File: src/rtl/bcd_seg_scanner.sv
// rtl/bcd_seg_scanner.sv - time-multiplexed BCD 7-segment scanner with frame-synchronous snapshot load
// Optional feature macro: LEADING_ZERO_BLANK_EN (blank zero digits above the most significant nonzero digit)
module bcd_seg_scanner #(
  parameter int NUM_DIGITS = 4,
  parameter int PRESCALE   = 1000,
  parameter int GUARD      = 1
) (
  input  logic                    clk,
  input  logic                    reset,
  input  logic                    load_valid,
  input  logic [4*NUM_DIGITS-1:0] digits_in,
  output logic                    load_ready,
  output logic [6:0]              seg,
  output logic [NUM_DIGITS-1:0]   an,
  output logic                    frame_start
);

  localparam int CW = $clog2(PRESCALE);
  localparam int IW = $clog2(NUM_DIGITS);
  localparam logic [CW-1:0] LAST_CNT  = CW'(PRESCALE - 1);
  localparam logic [CW-1:0] GUARD_CNT = CW'(GUARD);
  localparam logic [IW-1:0] LAST_IDX  = IW'(NUM_DIGITS - 1);

  logic [CW-1:0]                cnt;
  logic [IW-1:0]                idx;
  logic [NUM_DIGITS-1:0][3:0]   shadow;
  logic [NUM_DIGITS-1:0][3:0]   display;
  logic                         pending;
  logic                         frame_wrap;
  logic                         in_guard;
  logic [NUM_DIGITS-1:0]        onehot;
  logic [NUM_DIGITS-1:0]        blank_mask;

  function automatic logic [6:0] decode(input logic [3:0] d);
    case (d)
      4'd0:    decode = 7'h3F;
      4'd1:    decode = 7'h06;
      4'd2:    decode = 7'h5B;
      4'd3:    decode = 7'h4F;
      4'd4:    decode = 7'h66;
      4'd5:    decode = 7'h6D;
      4'd6:    decode = 7'h7D;
      4'd7:    decode = 7'h07;
      4'd8:    decode = 7'h7F;
      4'd9:    decode = 7'h6F;
      default: decode = 7'h40;
    endcase
  endfunction

  assign load_ready = !pending;
  assign frame_wrap = (cnt == LAST_CNT) && (idx == LAST_IDX);
  assign in_guard   = (cnt < GUARD_CNT);

  always_comb begin
    onehot      = '0;
    onehot[idx] = 1'b1;
  end

`ifdef LEADING_ZERO_BLANK_EN
  logic seen;
  // A digit is blanked while every digit from the top down to it is zero; digit 0 always shows.
  always_comb begin
    blank_mask = '0;
    seen       = 1'b0;
    for (int i = NUM_DIGITS - 1; i > 0; i--) begin
      if (display[i] != 4'd0) seen = 1'b1;
      blank_mask[i] = !seen;
    end
  end
`else
  assign blank_mask = '0;
`endif

  always_ff @(posedge clk or posedge reset) begin
    if (reset) begin
      cnt         <= '0;
      idx         <= '0;
      shadow      <= '0;
      display     <= '0;
      pending     <= 1'b0;
      seg         <= '0;
      an          <= '0;
      frame_start <= 1'b0;
    end else begin
      if (cnt == LAST_CNT) begin
        cnt <= '0;
        idx <= (idx == LAST_IDX) ? '0 : idx + 1'b1;
      end else begin
        cnt <= cnt + 1'b1;
      end

      // Accept needs pending=0 and transfer needs pending=1, so the two never collide.
      if (load_valid && !pending) begin
        shadow  <= digits_in;
        pending <= 1'b1;
      end else if (frame_wrap && pending) begin
        display <= shadow;
        pending <= 1'b0;
      end

      an          <= in_guard ? '0 : onehot;
      seg         <= (in_guard || blank_mask[idx]) ? 7'h00 : decode(display[idx]);
      frame_start <= (cnt == '0) && (idx == '0);
    end
  end

endmodule

File: config.mk
export PLATFORM = sky130hd
export DESIGN_NAME = bcd_seg_scanner
export DESIGN_NICKNAME = d
export VERILOG_FILES = /design/src/rtl/bcd_seg_scanner.sv
export SDC_FILE = /design/constraint.sdc
export NUM_CORES = 1
export LEC_CHECK = 0
export CORE_ASPECT_RATIO = 1.1
export CORE_MARGIN = 2
export CORE_UTILIZATION = 43
export CTS_CLUSTER_SIZE = 28
export DETAILED_ROUTE_END_ITERATION = 7
export GPL_TIMING_DRIVEN = 0
export PLACE_DENSITY = 0.6
export SYNTH_ARGS = -nofsm -noshare
export SYNTH_HDL_FRONTEND = slang
export SYNTH_SLANG_ARGS = --single-unit
File: constraint.sdc
create_clock -name clk -period 4.6 [get_ports clk]
set_clock_uncertainty 0.2 [all_clocks]
set_input_delay 0.69 -clock clk [delete_from_list [all_inputs] [get_ports clk]]
set_output_delay 0.69 -clock clk [all_outputs]
set_load 0.005 [all_outputs]
Yosys cells after proc, flatten, opt, wreduce, memory -nomap -nowiden --
Memory sizes are Yosys's and may differ from the RTL's. Index checks and enable logic that the tools add are counted.
Operators by class: $add $sub $neg 2, multipliers 0, div/mod/pow operators 0, magnitude comparators 3, equal/unequal tests 2, shift operators 0, mux-type cells 12, bitwise operators 1, reductions and logical operators 11
Operators by type and width (number):
- $add 10x1->10 const B | 1
- $eq 10x10->1 const B | 1
- $logic_not 10->1 | 1
- $lt 10x1->1 const B | 1
- $mux 10 | 1
- $bmux 4 s2 | 1
- $mux 4 | 2
- $mux 7 | 1
- $logic_and 1x1->1 | 5
- $mux 1 | 4
- $lt 2x3->1 const B | 1
- $add 2x1->2 const B | 1
- $bmux 1 s2 | 1
- $demux 1 s2 | 1
- $eq 2x2->1 const B | 1
- $ge 2x1->1 const B | 1
- $logic_not 2->1 | 1
- $mux 2 | 1
- $reduce_and 2->1 | 1
- $reduce_bool 2->1 | 1
- $logic_not 1->1 | 1
- $logic_or 1x1->1 | 1
- $not 1->1 | 1
Word-level totals: register bits 57, bits in latches 0, memory bits (writable) 0, bits in read-only memories 112, bits of input ports 19, output and inout port bits 13, logic and storage cells 46, memories 1
Memories:
- (name not given) | words 16, bits a word 7, read ports 1, clocked after memory_dff 0, wr ports 0, RTL line 35 | case (d)

Depth between registers and ports, before layout --
Gate-level depths: netlist (run 1).
word-level depth 5, mapped depth 7, mapped depth without buffers 6

Worst setup path before layout (run 1) --
Ideal clock, no wire load.
kind input port to flip-flop, start in load_valid, end reg shadow[0] (netlist name), setup time 0.125 ns, arrival 1.769 ns, data required time 4.275 ns, path slack 2.506 ns, cell stages on the path 4, buffers on the path 2, cells stage by stage nor2b_1 -> clkbuf_1 -> buf_1 -> mux2_2
On the way: cells in the longest elaborated chain, start to end 1
RTL lines:
- from (decl) | RTL line 10 | input logic load_valid,
- $logic_and 1x1->1 | RTL line 93 | if (load_valid && !pending) begin
- to (signal assigned) | RTL line 94 | shadow <= digits_in;
- to (decl) | RTL line 26 | logic [NUM_DIGITS-1:0][3:0] shadow;
No other way between the ends. A chain may end at the register's enable or synchronous reset.

Worst setup path after layout (run 1) --
start in load_valid, end reg shadow[13] (netlist name)
Same word-level chain as after synthesis.

==> flow_summary_export.csv, run 1 <==
group,metric,value,unit
route,drc,0,
final_layout,stdcell_count,323,
timing,period_minus_slack,2.49,ns
placed_design,gp_congestion,0.764,
final_layout,n_antenna_cell,0,
route,first_iter_violations,46,
global_route,grt_pass1_wl,7300,um
critical_path,crit_type,"input pin to register",
placed_design,numPortBuffers,31,
floorplan,dieArea,6560,um^2
route,vias,1546,
route,finalWirelength,4120,um
clock_network,holdBufCountCts,0,
floorplan,row_count,29,
floorplan,core,5730,um^2
power_and_ir_drop,irDropWorstVdd,203,uV
yosys,ys_seq_elements,57,
yosys,syn-cell-area,2550,um^2
clock_network,cts.clk_slew.worst_paths,0.07,ns
final_layout,fillCellCount,542,
yosys,ys_async_sr_fraction,100,%
status,status,"completed",
timing,rsz0062_at_grt,"false",
global_route,grt_usage,14.5,%
route,postRouteAntennaNets,0,
critical_path,crit_start,"load_valid",
job,cap_violations,0,
placed_design,dp.cells,307,
clock_network,cts.sinks,57,
route,avgRoutedWirePerCell,12.8,um
timing,worstMarginPinSlew,0.504,ns
yosys,synth_cells,198,
yosys,ys_seq_area_share,56.0,%
clock_network,cts_made_buffers,9,
placed_design,dp_hpwl,3040,um
global_route,antenna_found_initial,0,
power_and_ir_drop,power_density,370,nW/um^2
clock_network,htree_levels,3,
clock_network,cts_tree,"built",
timing,fmax,402,MHz
floorplan,die_h,84.7,um
yosys,synth.avg_cell_area,12.9,um^2
final_layout,area_delta_synth_final,27.6,%
timing,final-hold-violation-count,0,
timing,final.setup.tns,0,ns
yosys,yosysWarnings,0,
global_route,grt_pass1_vias,1587,
critical_path,crit_fanout,10,
clock_network,post-cts-setup-buffers,0,
hold_path,hold_start,"display[7]$_DFFE_PP0P_",
final_layout,final_nets,273,
critical_path,cp-end-kind,"register",
critical_path,worst_setup_path_start_kind,"input pin",
critical_path,cp.arrival,2.50,ns
timing,slew_headroom,66.4,%
floorplan,dieWidth,77.4,um
timing,finalCritPeriodShare,54.0,%
global_route,grt_start_max_net_pins,38,
yosys,ys_types,34,
critical_path,crit_path_cell_trace,"clkdlybuf4s50_1 -> nor2b_1 -> clkbuf_1 -> buf_1 -> mux2_2",
critical_path,crit_required,4.61,ns
power_and_ir_drop,p_total,1.20,mW
floorplan,start_util,44.5,%
clock_network,post_cts_resized,0,
critical_path,slowest_delay,0.47,ns
route,vias_per_cell,4.79,
floorplan,io_pins,32,
critical_path,cp_slowest_cell,"clkdlybuf4s50_1",
final_layout,drive_above_1_share,19.9,%
yosys,synth_flop_cell,"dfrtp_1",
timing,maxSlewViolCount,0,
critical_path,r2r_start,"idx[0]$_DFFE_PP0N_",
clock_network,root_buffer,"clkbuf_8",
global_route,overflow,0,
timing,setup_viol,0,
hold_path,hold_class,"register to register",
yosys,synth_nets,230,
yosys,synth_enable_flop_cells,0,
route,first_pass_iters,4,
timing,hold_slack,0.283,ns
power_and_ir_drop,p_leak,1.49,nW
clock_network,cts_buffer_depth,2,
clock_network,clk_latency,0.33,ns
==> through the flow <==
step	instance area, um^2	utilization, %	setup WS, ns
6_report	3250	56.7	2.11
4_1_cts	3250	56.7	2.10
2_1_floorplan	2550	-	2.31
3_5_place_dp	2980	51.9	1.75
5_1_grt	3250	56.7	1.97
3_3_place_gp	2960	51.5	1.28
==> registers in the layout (all words and copies together), names as in the netlist <==
signal / flops
display: 16
shadow: 16
cnt: 10
seg: 7
an: 4
idx: 2
frame_start: 1
pending: 1
==> final cells by class <==
type / instances / area [um^2] / area share (%)
Clock inverter: 5 / 125 / 3.85
Timing Repair Buffer: 32 / 330 / 10.2
Multi-Input combinational cell: 120 / 1020 / 31.4
Buffer: 9 / 56.3 / 1.73
Sequential cell: 57 / 1430 / 43.9
Tap cell: 77 / 96.3 / 2.96
Clock buffer: 11 / 151 / 4.66
Inverter: 12 / 45.0 / 1.39
==> kinds of logic after synthesis <==
| logic type | share of synthesized area (%) |
|---|---|
| AND/OR/NAND/NOR | 9.23 |
| multiplexers | 18.2 |
| buffers and inverters | 3.98 |
| flip-flops | 56.0 |
| adder cells (fa/ha/maj) | 6.38 |
| XOR/XNOR | 1.72 |
| AO/OA/AOI/OAI | 4.52 |
==> placed cells by master, fill, tap and decap left out, drive strengths merged, types with 4 or more instances in the layout <==
cell type       n
nor2b           7
o21ai           7
nor2            8
clkbuf         16
bufinv          4
ha             13
inv            12
mux4            4
clkdlybuf4s50  31
dfrtp          57
mux2           32
nand2           9
buf             5
a21oi          10
nand3           4
==> final timing paths <==
path	slack, ns	cells after the start	endpoint
worst max-delay path	2.11	5	shadow[13]$_DFFE_PP0P_
worst min-delay path	0.28	1	display[7]$_DFFE_PP0P_
worst max register to register	2.43	6	seg[5]$_DFF_PP0_
worst min register to register	0.28	1	display[7]$_DFFE_PP0P_
max in group asynchronous	3.18	3	shadow[9]$_DFFE_PP0P_
min in group asynchronous	0.49	2	cnt[3]$_DFF_PP0_
==> cell usage after synthesis (all sizes together), types with 2 or more instances <==
| cell type | instances | area [um^2] |
|---|---|---|
| ha | 13 | 163 |
| and3 | 2 | 12.5 |
| nor2 | 8 | 30.0 |
| xor2 | 2 | 17.5 |
| or3 | 3 | 18.8 |
| mux2 | 32 | 360 |
| nor2b | 7 | 43.8 |
| a21oi | 10 | 50.1 |
| nor4 | 3 | 25.0 |
| nand2 | 9 | 33.8 |
| a21o | 3 | 22.5 |
| nand3 | 4 | 20.0 |
| o21ai | 7 | 35.0 |
| or2 | 2 | 12.5 |
| xnor2 | 3 | 26.3 |
| buf | 4 | 37.5 |
| dfrtp | 57 | 1430 |
| mux4 | 4 | 93.8 |
| clkbuf | 5 | 18.8 |
| nor3 | 2 | 10.0 |
| inv | 12 | 45.0 |
==> report_power, final <==
part           internal (mW)  switching [mW]  total (mW)  leakage [nW]
logic                 0.0268          0.0145      0.0413         0.634
clock network          0.443           0.192       0.636         0.140
registers              0.518         0.00805       0.526         0.715
total                  0.988           0.215        1.20          1.49
==> layer usage <==
layer,global-route usage [%],wire (um),up-vias
met2,23.1,1870,41
met3,3.33,167,7
met1,17.8,2020,739
li1,-,-,759
met5,0,0,-
met4,9.25,70,0
==> critical path, delay by kind of cell <==
| kind | cells | cell delay (ns) |
|---|---|---|
| multiplexers | 1 | 0.39 |
| buffers and inverters | 3 | 1.29 |
| AND/OR/NAND/NOR | 1 | 0.13 |
Power figures use the tool's default switching activity.
==> run 2, diff against run 1 <==
Clock period 4.6 ns to 2.5 ns, I/O delays scaled along.
==> results of run 2 <==
Same layout as run 1 (identical final DEF). Status: completed.
Among the figures that moved: setup slack after placement 1.75 ns -> -0.0378 ns; clock-pin slew on the worst setup and hold paths 0.07 ns -> 0.06 ns; setup slack after layout 2.11 ns -> 0.330 ns; hold slack 0.283 ns -> 0.175 ns; register-to-register setup slack 2.43 ns -> 0.33 ns; total power 1.20 mW -> 2.21 mW; worst IR drop on VDD 203 uV -> 373 uV
